--- src/rtl/battle_pkg.sv ---
// battle_pkg: shared states, message codes, command bit indices and the attack/enemy tables.
package battle_pkg;
    typedef enum logic [2:0] {S_IDLE, S_WAIT, S_STRIKE, S_WIN, S_LOSE} state_t;
    typedef enum logic [2:0] {
        M_NONE, M_HIT, M_HEAL, M_RECHARGE, M_NO_MP, M_ENEMY_HIT, M_WIN, M_LOSE
    } msg_t;
    localparam logic [2:0] CMD_ATK1 = 3'd0;
    localparam logic [2:0] CMD_ATK4 = 3'd3;
    localparam logic [2:0] CMD_HEAL = 3'd4;
    localparam logic [2:0] CMD_MAGIC = 3'd5;
    localparam logic [5:0] ATK_COST [4] = '{6'd0, 6'd5, 6'd10, 6'd20};
    localparam logic [6:0] ATK_DMG [4] = '{7'd10, 7'd15, 7'd25, 7'd40};
    localparam logic [6:0] ENEMY_DMG [4] = '{7'd8, 7'd12, 7'd16, 7'd20};
    localparam logic [5:0] HEAL_COST = 6'd10;
    localparam logic [6:0] HEAL_HP = 7'd20;
    localparam logic [5:0] RECHARGE_MP = 6'd15;
    // Index of the set bit; only meaningful for a one-hot command.
    function automatic logic [2:0] cmd_idx(input logic [5:0] c);
        cmd_idx = '0;
        for (int i = 0; i < 6; i++)
            if (c[i]) cmd_idx = 3'(i);
    endfunction
endpackage

--- src/rtl/battle_if.sv ---
// battle_if: menu command in, player/enemy stats and game status out.
interface battle_if;
    logic [5:0] command;
    logic [6:0] player_hp;
    logic [5:0] player_mp;
    logic [6:0] enemy_hp;
    logic       busy;
    logic [2:0] msg;
    logic       win;
    logic       lose;
    modport master (output command, input player_hp, player_mp, enemy_hp, busy, msg, win, lose);
    modport slave (input command, output player_hp, player_mp, enemy_hp, busy, msg, win, lose);
endinterface

--- src/rtl/stat_sat.sv ---
// stat_sat: saturating add (clamped to ceil_i) or subtract (clamped to 0) of a stat.
module stat_sat #(
    parameter int W = 7
) (
    input  logic [W-1:0] val_i,
    input  logic [W-1:0] delta_i,
    input  logic [W-1:0] ceil_i,
    input  logic         add_i,
    output logic [W-1:0] res_o
);
    logic [W:0] sum;
    assign sum = {1'b0, val_i} + {1'b0, delta_i};
    assign res_o = add_i ? ((sum > {1'b0, ceil_i}) ? ceil_i : sum[W-1:0])
                         : ((delta_i > val_i) ? '0 : val_i - delta_i);
endmodule

--- src/rtl/battle_ctrl.sv ---
// battle_ctrl: turn-based battle FSM; the player acts from IDLE, then the enemy strikes
// after a fixed WAIT, until either side reaches 0 HP.
module battle_ctrl
    import battle_pkg::*;
#(
    parameter int HP_MAX = 100,
    parameter int MP_MAX = 50,
    parameter int ENEMY_DELAY = 8
) (
    input logic    clk,
    input logic    rst,
    battle_if.slave bus
);
    state_t     state_q;
    msg_t       msg_q;
    logic       armed_q;
    logic [1:0] rot_q;
    logic [7:0] cnt_q;
    logic [6:0] php_q, ehp_q, php_d, ehp_d;
    logic [5:0] pmp_q, pmp_d, cost;
    logic [2:0] idx;
    logic       accept, atk, heal, magic, mp_ok, strike;
    assign idx = cmd_idx(bus.command);
    assign accept = (state_q == S_IDLE) && armed_q && $onehot(bus.command);
    assign atk = !idx[2];
    assign heal = idx == CMD_HEAL;
    assign magic = idx == CMD_MAGIC;
    assign cost = atk ? ATK_COST[idx[1:0]] : heal ? HEAL_COST : '0;
    assign mp_ok = pmp_q >= cost;
    assign strike = state_q == S_STRIKE;
    // player_hp is healed from IDLE and damaged in STRIKE; the two never coincide.
    stat_sat #(.W(7)) u_php (
        .val_i(php_q), .delta_i(strike ? ENEMY_DMG[rot_q] : HEAL_HP),
        .ceil_i(7'(HP_MAX)), .add_i(!strike), .res_o(php_d)
    );
    stat_sat #(.W(6)) u_pmp (
        .val_i(pmp_q), .delta_i(magic ? RECHARGE_MP : cost),
        .ceil_i(6'(MP_MAX)), .add_i(magic), .res_o(pmp_d)
    );
    stat_sat #(.W(7)) u_ehp (
        .val_i(ehp_q), .delta_i(ATK_DMG[idx[1:0]]),
        .ceil_i(7'(HP_MAX)), .add_i(1'b0), .res_o(ehp_d)
    );
    always_ff @(posedge clk or posedge rst) begin
        if (rst) begin
            state_q <= S_IDLE;
            msg_q   <= M_NONE;
            armed_q <= 1'b0;
            rot_q   <= '0;
            cnt_q   <= '0;
            php_q   <= 7'(HP_MAX);
            ehp_q   <= 7'(HP_MAX);
            pmp_q   <= 6'(MP_MAX);
        end else begin
            if (bus.command == '0) armed_q <= 1'b1;
            case (state_q)
                S_IDLE: if (accept) begin
                    armed_q <= 1'b0;
                    if (!mp_ok) msg_q <= M_NO_MP;
                    else begin
                        pmp_q <= pmp_d;
                        if (atk) ehp_q <= ehp_d;
                        if (heal) php_q <= php_d;
                        msg_q <= atk ? ((ehp_d == '0) ? M_WIN : M_HIT) : heal ? M_HEAL : M_RECHARGE;
                        state_q <= (atk && ehp_d == '0) ? S_WIN : S_WAIT;
                        cnt_q <= 8'(ENEMY_DELAY - 1);
                    end
                end
                S_WAIT: begin
                    if (cnt_q == '0) state_q <= S_STRIKE;
                    else cnt_q <= cnt_q - 8'd1;
                end
                S_STRIKE: begin
                    php_q   <= php_d;
                    rot_q   <= rot_q + 2'd1;
                    msg_q   <= M_ENEMY_HIT;
                    state_q <= (php_d == '0) ? S_LOSE : S_IDLE;
                end
                default: ;
            endcase
        end
    end
    assign bus.player_hp = php_q;
    assign bus.player_mp = pmp_q;
    assign bus.enemy_hp  = ehp_q;
    assign bus.msg       = msg_q;
    assign bus.busy      = state_q != S_IDLE;
    assign bus.win       = state_q == S_WIN;
    assign bus.lose      = state_q == S_LOSE;
endmodule

--- src/flat_wrapper.sv ---
// flat-port wrapper written by rule: the top's interface ports become plain ports
module battle_ctrl_flat import battle_pkg::*;
#(
    parameter int HP_MAX = 100,
    parameter int MP_MAX = 50,
    parameter int ENEMY_DELAY = 8
)
  (clk, rst, bus_command, bus_player_hp, bus_player_mp, bus_enemy_hp, bus_busy, bus_msg, bus_win, bus_lose);
  battle_if bus_i ();
  input logic clk;
  input logic rst;
  input wire logic [$bits(bus_i.command)-1:0] bus_command;
  output wire logic [$bits(bus_i.player_hp)-1:0] bus_player_hp;
  output wire logic [$bits(bus_i.player_mp)-1:0] bus_player_mp;
  output wire logic [$bits(bus_i.enemy_hp)-1:0] bus_enemy_hp;
  output wire logic [$bits(bus_i.busy)-1:0] bus_busy;
  output wire logic [$bits(bus_i.msg)-1:0] bus_msg;
  output wire logic [$bits(bus_i.win)-1:0] bus_win;
  output wire logic [$bits(bus_i.lose)-1:0] bus_lose;
  assign bus_i.command = bus_command;
  assign bus_player_hp = bus_i.player_hp;
  assign bus_player_mp = bus_i.player_mp;
  assign bus_enemy_hp = bus_i.enemy_hp;
  assign bus_busy = bus_i.busy;
  assign bus_msg = bus_i.msg;
  assign bus_win = bus_i.win;
  assign bus_lose = bus_i.lose;
  battle_ctrl #(.HP_MAX(HP_MAX), .MP_MAX(MP_MAX), .ENEMY_DELAY(ENEMY_DELAY)) u_core (.clk(clk), .rst(rst), .bus(bus_i));
endmodule
--- config.mk ---
export PLATFORM = sky130hd
export DESIGN_NAME = battle_ctrl_flat
export DESIGN_NICKNAME = d
export VERILOG_FILES = /design/src/rtl/battle_pkg.sv /design/src/rtl/battle_if.sv /design/src/rtl/stat_sat.sv /design/src/rtl/battle_ctrl.sv /design/src/flat_wrapper.sv
export SDC_FILE = /design/constraint.sdc
export NUM_CORES = 1
export LEC_CHECK = 0
export CORE_MARGIN = 5
export CORE_UTILIZATION = 50
export DETAILED_ROUTE_END_ITERATION = 8
export PLACE_DENSITY = 0.67
export RECOVER_POWER = 100
export SYNTH_ARGS = -nofsm -noshare
export SYNTH_HDL_FRONTEND = slang
export SYNTH_HIERARCHICAL = 1
export SYNTH_SLANG_ARGS = --single-unit
--- constraint.sdc ---
create_clock -name clk -period 12.6 [get_ports clk]
set_input_delay 1.89 -clock clk [delete_from_list [all_inputs] [get_ports clk]]
set_output_delay 1.89 -clock clk [all_outputs]
set_load 0.03 [all_outputs]
Word-level counts from Yosys, hierarchy flattened
Index checks and enable logic that the tools add are counted.
{"block": "word_totals", "register_bits": 37, "inputBits": 8, "output_inout_bits": 26}
{"block": "classes", "addsub": 12, "magnitude_cmp": 8, "n_eq_ne": 12, "mux": 48, "bitwise": 3, "n_reduce_logical": 19}
{"operator": "$mux 7", "n": 12}
{"operator": "$mux 6", "n": 7}
{"operator": "$mux 3", "n": 10}
{"operator": "$bmux 7 s2", "n": 2}
{"operator": "$mux 8", "n": 3}
{"operator": "$pmux 8 s2", "n": 1}
{"operator": "$reduce_and 4->1", "n": 4}
{"operator": "$gt 7x7->1", "n": 2}
{"operator": "$logic_not 7->1", "n": 2}
{"operator": "$pmux 7 s2", "n": 1}
{"operator": "$sub 7x7->7", "n": 2}
{"operator": "$bmux 6 s2", "n": 1}
{"operator": "$eq 3x3->1 const B", "n": 3}
{"operator": "$pmux 3 s3", "n": 1}
{"operator": "$add 7x7->8", "n": 1}
{"operator": "$gt 8x7->1 const B", "n": 1}
{"operator": "$logic_not 8->1", "n": 1}
{"operator": "$ne 2x1->1 const B", "n": 4}
{"operator": "$sub 8x1->8 const B", "n": 1}
{"operator": "$add 6x6->7", "n": 1}
{"operator": "$gt 7x6->1 const B", "n": 1}
{"operator": "$add 1x1->2", "n": 3}
{"operator": "$add 3x3->3", "n": 2}
{"operator": "$eq 3x1->1 const B", "n": 2}
{"operator": "other kinds (21)", "n": 34}

Depth between registers and ports, before layout
{"block": "logic_depth", "word_depth": 17, "ltp_mapped": 26}

Cells and area by module
The synthesis kept the hierarchy.
{"mod": "battle_ctrl", "n_inst": 1, "cells_each": 208, "area_per_inst_um2": 2237.1}
{"mod": "stat_sat at u_core.u_ehp ...", "n_inst": 2, "cells_each": 131, "area_per_inst_um2": 942.2}
{"mod": "stat_sat at u_core.u_pmp", "n_inst": 1, "cells_each": 100, "area_per_inst_um2": 753.2}

Least setup slack after synthesis
OpenSTA, ideal clock, no wires.
{"block": "synth_timing", "kind": "in2reg", "startpoint": "input bus_command[4]", "endpoint": "register u_core.pmp_q[5] (netlist: u_core/bus.player_mp[5])", "setup_time_ns": 0.082, "t_arrival_ns": 5.884, "required_ns": 12.518, "path_slack_ns": 6.634, "path_stages": 19, "path_buffers": 1, "path_cell_list": "clkbuf_1 -> nor3_1 -> inv_1 -> ha_1 -> o21ai_0 -> nand2_1 -> inv_1 -> ha_1 -> nand2b_1 -> a221o_1 -> mux2_2 -> nor3_1 -> ha_1 -> and3_1 -> a221o_1 -> a221oi_4 -> mux2i_1 -> o2bb2ai_2 -> mux2_2"}
{"block": "synth_via", "elab_chain_len": 12, "elab_cells_between_ends": 24, "cone_classes": "4 x add/sub; 3 x order compare; 3 x eq/ne; 11 x mux; 1 x bitwise; 2 x reduce/logical"}
{"item": "start, declared", "line_no": "flat_wrapper.sv:12", "text": "input wire logic [$bits(bus_i.command)-1:0] bus_command;"}
{"item": "$mux 3 (*) (2 in a row)", "line_no": "battle_pkg.sv:21", "text": "if (c[i]) cmd_idx = 3'(i);"}
{"item": "$not 2->3 (not written as such)", "line_no": "battle_ctrl.sv:28", "text": "assign cost = atk ? ATK_COST[idx[1:0]] : heal ? HEAL_COST : '0;"}
{"item": "$bmux 6 s2", "line_no": "battle_ctrl.sv:28"}
{"item": "$mux 6 (not written as such) (2 in a row)", "line_no": "battle_ctrl.sv:28"}
{"item": "$mux 6", "line_no": "battle_ctrl.sv:28"}
{"item": "$mux 6", "line_no": "battle_ctrl.sv:37", "text": ".val_i(pmp_q), .delta_i(magic ? RECHARGE_MP : cost),"}
{"item": "$add 6x6->7", "line_no": "stat_sat.sv:12", "text": "assign sum = {1'b0, val_i} + {1'b0, delta_i};"}
{"item": "$gt 7x6->1", "line_no": "stat_sat.sv:13", "text": "assign res_o = add_i ? ((sum > {1'b0, ceil_i}) ? ceil_i : sum[W-1:0])"}
{"item": "$mux 6", "line_no": "stat_sat.sv:13"}
{"item": "$mux 6 (*)", "line_no": "stat_sat.sv:13"}
{"item": "via u_core.pmp_d[5]", "line_no": "battle_ctrl.sv:20", "text": "logic [5:0] pmp_q, pmp_d, cost;"}
{"item": "end signal, assigned", "line_no": "battle_ctrl.sv:53", "text": "pmp_q <= 6'(MP_MAX);"}
{"item": "end signal, assigned", "line_no": "battle_ctrl.sv:61", "text": "pmp_q <= pmp_d;"}
{"item": "end, declared", "line_no": "battle_ctrl.sv:20"}
The timed path passes the listed nets; every way through them passes the cells marked *. The select of a mux whose other input is x is not followed.
A chain may end at the register's enable or synchronous reset.

Worst setup path in the final report
{"block": "layout_timing", "startpoint": "input bus_command[3]", "endpoint": "register u_core.pmp_q[5] (netlist: u_core/bus.player_mp[5])"}
{"block": "layout_via", "elab_chain_len": 13, "elab_cells_between_ends": 26, "cone_classes": "5 x add/sub; 3 x order compare; 3 x eq/ne; 12 x mux; 1 x bitwise; 2 x reduce/logical"}
{"item": "$mux 2 (*)", "line_no": "battle_pkg.sv:21"}
{"item": "$mux 3 (*) (2 in a row)", "line_no": "battle_pkg.sv:21"}
{"item": "$not 2->3 (not written as such)", "line_no": "battle_ctrl.sv:28"}
{"item": "$bmux 6 s2", "line_no": "battle_ctrl.sv:28"}
{"item": "$mux 6 (not written as such) (2 in a row)", "line_no": "battle_ctrl.sv:28"}
{"item": "$mux 6", "line_no": "battle_ctrl.sv:28"}
{"item": "$mux 6", "line_no": "battle_ctrl.sv:37"}
{"item": "$add 6x6->7", "line_no": "stat_sat.sv:12"}
{"item": "$gt 7x6->1", "line_no": "stat_sat.sv:13"}
{"item": "$mux 6", "line_no": "stat_sat.sv:13"}
{"item": "$mux 6 (*)", "line_no": "stat_sat.sv:13"}
{"item": "via u_core.pmp_d[5]", "line_no": "battle_ctrl.sv:20"}
Marks and branches as above.

==> flow_summary.rst <==
.. list-table::
   :header-rows: 1

   * - Metric
     - Value
   * - Areal power density over the cells
     - 60.81 nW/um2
   * - RD Place Congestion
     - 0.8844
   * - Delay contributed by the slowest stage of the critical path
     - a little under 1 ns
   * - Count of flip-flops with a built-in enable after synthesis
     - 0
   * - Number of buffer cells added on primary ports
     - 33
   * - TritonCTS Buffers
     - 5
   * - Count of distinct cell types in the synthesized netlist
     - 71
   * - Static leakage power
     - 2.762 nW
   * - Setup-failing EPs final
     - 0
   * - Clock root buffer
     - sky130_fd_sc_hd__clkbuf_8
   * - Maximum capacitance violations
     - 2
   * - First-pass GRT wire length
     - 18.46 mm
   * - CP top delay family
     - compound AO/OA/AOI/OAI gates
   * - Via count of the first global-routing pass
     - around 4100
   * - Top FF cell, synth
     - sky130_fd_sc_hd__dfrtp_1
   * - Vias/cell
     - ~5.2
   * - Total vias in the final route
     - 4052
   * - Effective utilization at floorplan
     - roughly half
   * - Cell type contributing the most total cell area after synthesis
     - sky130_fd_sc_hd__ha_1
   * - Headroom to the max-slew limit
     - -38.58%
   * - Detail-routed net length per standard cell
     - 13.74 um
   * - Worst reg2reg path startpoint
     - u_core/state_q[0]
   * - Antenna-violating nets left
     - 0
   * - Count of buffering cells on the critical path with inverters included
     - 3
   * - Number of remaining DRC errors
     - 0
   * - Most prevalent standard cell on the critical path
     - sky130_fd_sc_hd__ha_1
   * - Synth Cell Area
     - 4875 um2
   * - Number of buffers inserted to repair setup after CTS
     - 0
   * - Setup Total Neg Slack
     - 0 ns
   * - Most common library cell in the layout ignoring fill and taps
     - sky130_fd_sc_hd__inv_1
   * - Slew Viols, Final
     - 38
   * - Aggregate global-route resource usage
     - between 10% and 20%
   * - Count of cells resized by post-cts repair
     - 0
   * - Number of buffers inserted by hold repair at cts
     - 0
   * - Cell Area, Placed
     - 5468 um2
   * - Proportion of layout cells with a drive suffix above 1
     - under 10%
   * - Failing checks
     - max-capacitance violations, max-slew violations
   * - Count of filler cells inserted in the layout
     - slightly below 1000
   * - Run status
     - complete, but fails checks
   * - Critical path's slowest cell
     - sky130_fd_sc_hd__a221oi_1
   * - Clock Skew
     - 0.02321 ns
   * - Yosys top cell area share
     - 18.48%
   * - CTS tree
     - done
   * - Category of the critical setup timing path
     - in2reg
   * - Period minus WS final
     - between 7 and 8 ns
   * - Drt first pass iters
     - 4
   * - DR WL met2
     - 5.228 mm
   * - Top layer reached by signal wires
     - met4
   * - # H-tree levels
     - 2
   * - Portion of the post-synthesis area used by sequential elements
     - 19.22%
   * - Pre-CTS worst setup slack
     - 5.751 ns
   * - Crit path cell chain
     - dlygate4sd3_1 > nor2_1 > nor3_1 > inv_1 > ha_1 > o21ai_0 > nand2_1 > inv_1 > ha_1 > nand2b_1 > a221o_1 > mux2_2 > nor3_1 > ha_1 > and3_1 > a221o_1 > a221oi_1 > mux2i_1 > o2bb2ai_2 > mux2_2
   * - Die Ht
     - roughly 110 um
   * - Final Cell Area
     - 5479 um2
   * - Ant diodes
     - 0
   * - Mean area per synthesized cell
     - 8.552 um2
   * - Count of mapped cells out of synthesis
     - 570
   * - Number of nets at the end of the flow
     - 734
   * - Maximum number of pins on one net before global-route repair
     - 38
   * - Post-CTS clock slew at the launch and capture registers of the worst setup and hold paths
     - 0.10 ns
   * - Startpoint kind of the worst setup timing path
     - input port
   * - Clock sink total
     - 37
   * - Met3 wire length
     - 344 um
   * - Setup slack of the critical path after layout
     - 5.477 ns
   * - Critical Path Source
     - bus_command[3]
   * - Die Wd
     - ~110 um
   * - Period utilisation layout
     - between 50% and 60%
   * - Total Die Area
     - approximately 12000 um2
   * - Total routed wirelength
     - 10.70 mm
   * - Worst Path Max Fanout
     - 10
   * - Total of warnings raised by yosys
     - 6
   * - Top-level port count
     - 34
   * - Most area-consuming cells after synthesis
     - sky130_fd_sc_hd__ha_1, sky130_fd_sc_hd__dfrtp_1, sky130_fd_sc_hd__inv_1, sky130_fd_sc_hd__dfstp_2, sky130_fd_sc_hd__mux2_4
   * - Data arrival, critical path
     - ~7.4 ns
   * - Floorplan core area
     - roughly 9600 um2
   * - Placed wire-length estimate
     - 8.695 mm
   * - Remaining Overflow, GRT
     - 0
   * - Initial antenna violation count
     - 0
   * - WP data required
     - 12.84 ns
   * - Count of standard-cell rows
     - 36
   * - Worst-margin pin slew
     - 2.079 ns
   * - Ys async rst share
     - 100.0%
   * - Worst min-delay path category
     - reg2reg
   * - Max Fclk
     - 140.4 MHz
   * - Initial detailed-routing violation count
     - 135
   * - Sort of element at the end of the critical path
     - register
   * - Final hold violations
     - 0
   * - Worst vdd rail ir drop
     - 0.04035 mV
   * - Met1 routed wirelength after detailed routing
     - ~5 mm
   * - Footprint of the multi-input gates
     - 3603 um2
   * - Commonest non-fill, non-tap cells in the layout
     - sky130_fd_sc_hd__inv_1, sky130_fd_sc_hd__ha_1, sky130_fd_sc_hd__conb_1, sky130_fd_sc_hd__nand2_1, sky130_fd_sc_hd__nor2_1
   * - Critical hold path startpoint
     - u_core/rot_q[1]
   * - Insertion delay of the later-clocked pin in the worst-skew pair
     - roughly 0.30 ns
   * - Longest Clk Path Bufs
     - 2
   * - Unrepaired setup endpoints after global routing
     - false
   * - Post-synthesis register bit count
     - 37
   * - Synth-to-Final Area Change
     - 12.40%
   * - Area occupied by registers
     - 937.1 um2
-- cell usage after synthesis, types with 6 or more instances --
library cell / instances
sky130_fd_sc_hd__dfstp_2: 9
sky130_fd_sc_hd__nor2_1: 34
sky130_fd_sc_hd__dfrtp_1: 28
sky130_fd_sc_hd__inv_1: 76
sky130_fd_sc_hd__ha_1: 72
sky130_fd_sc_hd__buf_2: 7
sky130_fd_sc_hd__mux2_4: 14
sky130_fd_sc_hd__xor2_1: 7
sky130_fd_sc_hd__fa_1: 9
sky130_fd_sc_hd__clkbuf_1: 8
sky130_fd_sc_hd__a21oi_1: 29
sky130_fd_sc_hd__o21ai_0: 18
sky130_fd_sc_hd__nand2b_1: 7
sky130_fd_sc_hd__nor2b_1: 9
sky130_fd_sc_hd__nor3_1: 8
sky130_fd_sc_hd__nand3_1: 26
sky130_fd_sc_hd__mux2_2: 7
sky130_fd_sc_hd__xnor2_1: 14
sky130_fd_sc_hd__a31oi_1: 6
sky130_fd_sc_hd__nand2_1: 49
sky130_fd_sc_hd__o211ai_1: 17
-- registers in the layout, indices dropped and copies added (netlist names) --
signal and flops:
u_core/rot_q 2, u_core/cnt_q 8, u_core/state_q 3, u_core/bus.player_hp 7, u_core/bus.player_mp 6, u_core/bus.msg 3, u_core/armed_q 1, u_core/bus.enemy_hp 7
-- where the power goes --
group	switching, mW	internal [mW]
sequential	0.000547	0.120
clock	0.0494	0.0798
combinational	0.0514	0.0325
-- kinds of logic after synthesis --
kind of cell / after synthesis / synth area share [%]
buffers and inverters: 101 / 8.573
other: 2 / 0.1541
AO/OA/AOI/OAI: 129 / 20.69
flip-flops: 37 / 19.22
multiplexers: 25 / 6.802
XOR/XNOR: 21 / 3.773
adder cells (fa/ha/maj): 81 / 22.18
AND/OR/NAND/NOR: 174 / 18.61
-- metrics by stage --
stage,utilization [%],instances,power (mW),hold WS [ns]
after global placement,56.72,771,0.2076,0.4528
final,56.84,779,0.3332,0.4666
after floorplan,-,625,0.1913,0.4381
after CTS,58.15,779,0.3392,0.4706
after global routing,56.84,779,0.3536,0.4975
after detailed placement,56.72,771,0.2088,0.4601
-- final timing paths --
| path | to | cells after the start | slack (ns) |
|---|---|---|---|
| worst max-delay path | u_core/bus.player_mp[5] | 20 | 5.48 |
| worst min-delay path | u_core/rot_q[1] | 1 | 0.47 |
| worst max register to register | u_core/state_q[2] | 18 | 6.72 |
| worst min register to register | u_core/rot_q[1] | 1 | 0.47 |
| max in group asynchronous | u_core/rot_q[1] | 3 | 8.62 |
| min in group asynchronous | u_core/bus.msg[0] | 3 | 2.78 |
-- metal layers --
layer	vias to the layer above	global-route usage, %
met5	-	0
met4	0	4.418
met3	17	3.316
met2	60	34.29
met1	1895	23.98
li1	2080	-
-- cell type report --
class                      instances  share of cell area, %
multi-input combinational        487                  65.77
sequential                        37                  17.10
timing repair buffer              34                  6.097
inverter                          80                  5.481
tap                              133                  3.037
clock buffer                       5                  1.256
clock inverter                     3                  1.256
Power figures use the tool's default switching activity.
==> patch (same settings) <==
The 5 states of `state_t` get a one-hot encoding in 5 bits.
--- a/src/rtl/battle_pkg.sv
+++ b/src/rtl/battle_pkg.sv
@@ -2,3 +2,3 @@
 package battle_pkg;
-    typedef enum logic [2:0] {S_IDLE, S_WAIT, S_STRIKE, S_WIN, S_LOSE} state_t;
+    typedef enum logic [4:0] {S_IDLE = 5'b00001, S_WAIT = 5'b00010, S_STRIKE = 5'b00100, S_WIN = 5'b01000, S_LOSE = 5'b10000} state_t;
     typedef enum logic [2:0] {
Behaviour: same outputs for any inputs over 10 cycles, from zero or initial values and one cycle with rst high; not proved beyond that.
==> patch against the unedited design <==
Routed wire length grew 0.81%. Critical path depth is the same. Sequential cell count grew 2. Power shrank 4.1%. Setup slack lost 3.1 ps. Area after synthesis grew 0.69%. The run still ends with capacitance limit, slew limit left. Via count grew 0.44%. Count of clock-buffer cells in the layout is the same. First-iteration DRC count grew 12%. Largest power group is now registers. Cell area grew 1.1%. Non-clock buffer count is the same.
==> patch: results (changes against the unedited design) <==
Outcome
  • Status: finished, violations left
  • Failing checks: capacitance limit, slew limit

Route
  • Total number of vias: 4070 (+0.44%)
  • DR iter-0 viols: 151 (+12%)
  • Pre-Repair DR Iteration Count: 5 (+1)
  • Total wire length: 10.79 mm (+0.81%)

Yosys
  • Commonest cells post-synth: inv_1, ha_1, nand2_1, nor2_1, dfrtp_1
  • Post-synthesis sequential area ratio: 20.14% (+0.91 points)
  • Top post-synthesis cells by area: ha_1, dfrtp_1, inv_1, dfstp_2, nand2_1
  • Synth unique cells: 72 (+1.4%)

Place
  • GPL Wtd Cong: 0.8806 (-0.43%)
  • Final HPWL DP: 8.637 mm (-0.67%)

Clocking
  • # Post-CTS Setup Buffers: 0 (unchanged)
  • CTS Buffer Depth: 2 (unchanged)

GRT
  • GRT Util Overall: 19.75% (+0.59 points)
  • First-pass GRT wire length: 19.15 mm (+3.7%)
  • Largest net degree at the start of global routing: 40 (+5.3%)

Power and ir drop
  • Leakage: 2.779 nW (+0.60%)
  • Max IR drop VDD: 0.00004525 V (+12%)

STA
  • Count of final max-slew check failures: 40 (+5.3%)
  • Fin Clk Skew: 10.39 ps (-12.81 ps)
  • Worst Tran Pin Value: 2254 ps (+174.8 ps)

Cells and area
  • Final #Nets: 739 (+0.68%)

Worst setup path
  • CP max-delay cell: a221oi_1
  • Reg-to-reg slack, setup: 7450 ps (+730 ps)

Run
  • Max-cap viol count: 1 (-1)
[patch: worst paths after layout]
| check | from | endpoint | depth (start not counted) |
|---|---|---|---|
| worst max-delay path | bus_command[3] | u_core/bus.player_mp[1] | 20 |
| worst min-delay path | u_core/rot_q[1] | u_core/rot_q[1] | 1 |
| worst max register to register | u_core/state_q[3] | u_core/state_q[0] | 18 |
| worst min register to register | u_core/rot_q[1] | u_core/rot_q[1] | 1 |
| max in group asynchronous | rst | u_core/bus.player_hp[4] | 3 |
| min in group asynchronous | rst | u_core/bus.player_hp[0] | 3 |
[patch: cell type report]
class | count | area (sq um)
fill | 911 | 4143
tap | 133 | 166.4
inverter | 82 | 310.3
clock buffer | 5 | 68.82
clock inverter | 3 | 43.79
timing repair buffer | 34 | 334.1
multi-input combinational | 488 | 3630
sequential | 39 | 988.4
[patch: critical path, delay by kind of cell]
kind | cells | cell delay (ps)
AOI/OAI and AO/OA | 5 | 1870
and+or+nand+nor | 6 | 1000
buffers and inverters | 3 | 950
adders and majority gates | 3 | 880
muxes | 3 | 780
[patch: kinds of logic (layout without fill, tap and decap cells)]
family / after synthesis / in the layout / synth area share (%)
xor gates and xnor gates: 21 / 21 / 3.747
adders and majority gates: 81 / 81 / 22.02
DFF: 39 / 39 / 20.14
buffers and inverters: 99 / 124 / 8.208
and+or+nand+nor: 180 / 180 / 19.04
other: 2 / 57 / 0.1530
muxes: 26 / 26 / 6.806
AOI/OAI and AO/OA: 123 / 123 / 19.88
[patch: routing by layer]
layer	wire, microns	share of wire (%)	GRT usage, %
met3	328	3.0	2.427
met1	5131	48	26.34
met4	131	1.2	4.509
met5	0	0	0
met2	5194	48	34.08
[patch: per-stage QoR]
step                setup WS (ps)  hold slack, ps  instance area [sq um]  cells  util (%)
finish                       5474           462.2                   5542    784     57.22
global route                 5148           508.5                   5542    784     57.22
CTS                          6100           470.2                   5639    784     58.23
detailed placement           5778           458.9                   5527    776     57.07
global placement             5945           452.5                   5527    776     57.07
floorplan                    6787           436.5                   5115    626         -
[patch: power by group through the flow]
| stage | Sequential (mW) | Clock, mW | Combinational, mW |
|---|---|---|---|
| after global routing | 0.127 | 0.119 | 0.0957 |
| after floorplan | 0.129 | 0 | 0.0675 |
| after global placement | 0.129 | 0 | 0.0824 |
| after CTS | 0.126 | 0.115 | 0.0850 |
| final | 0.126 | 0.110 | 0.0828 |
| after detailed placement | 0.129 | 0 | 0.0847 |
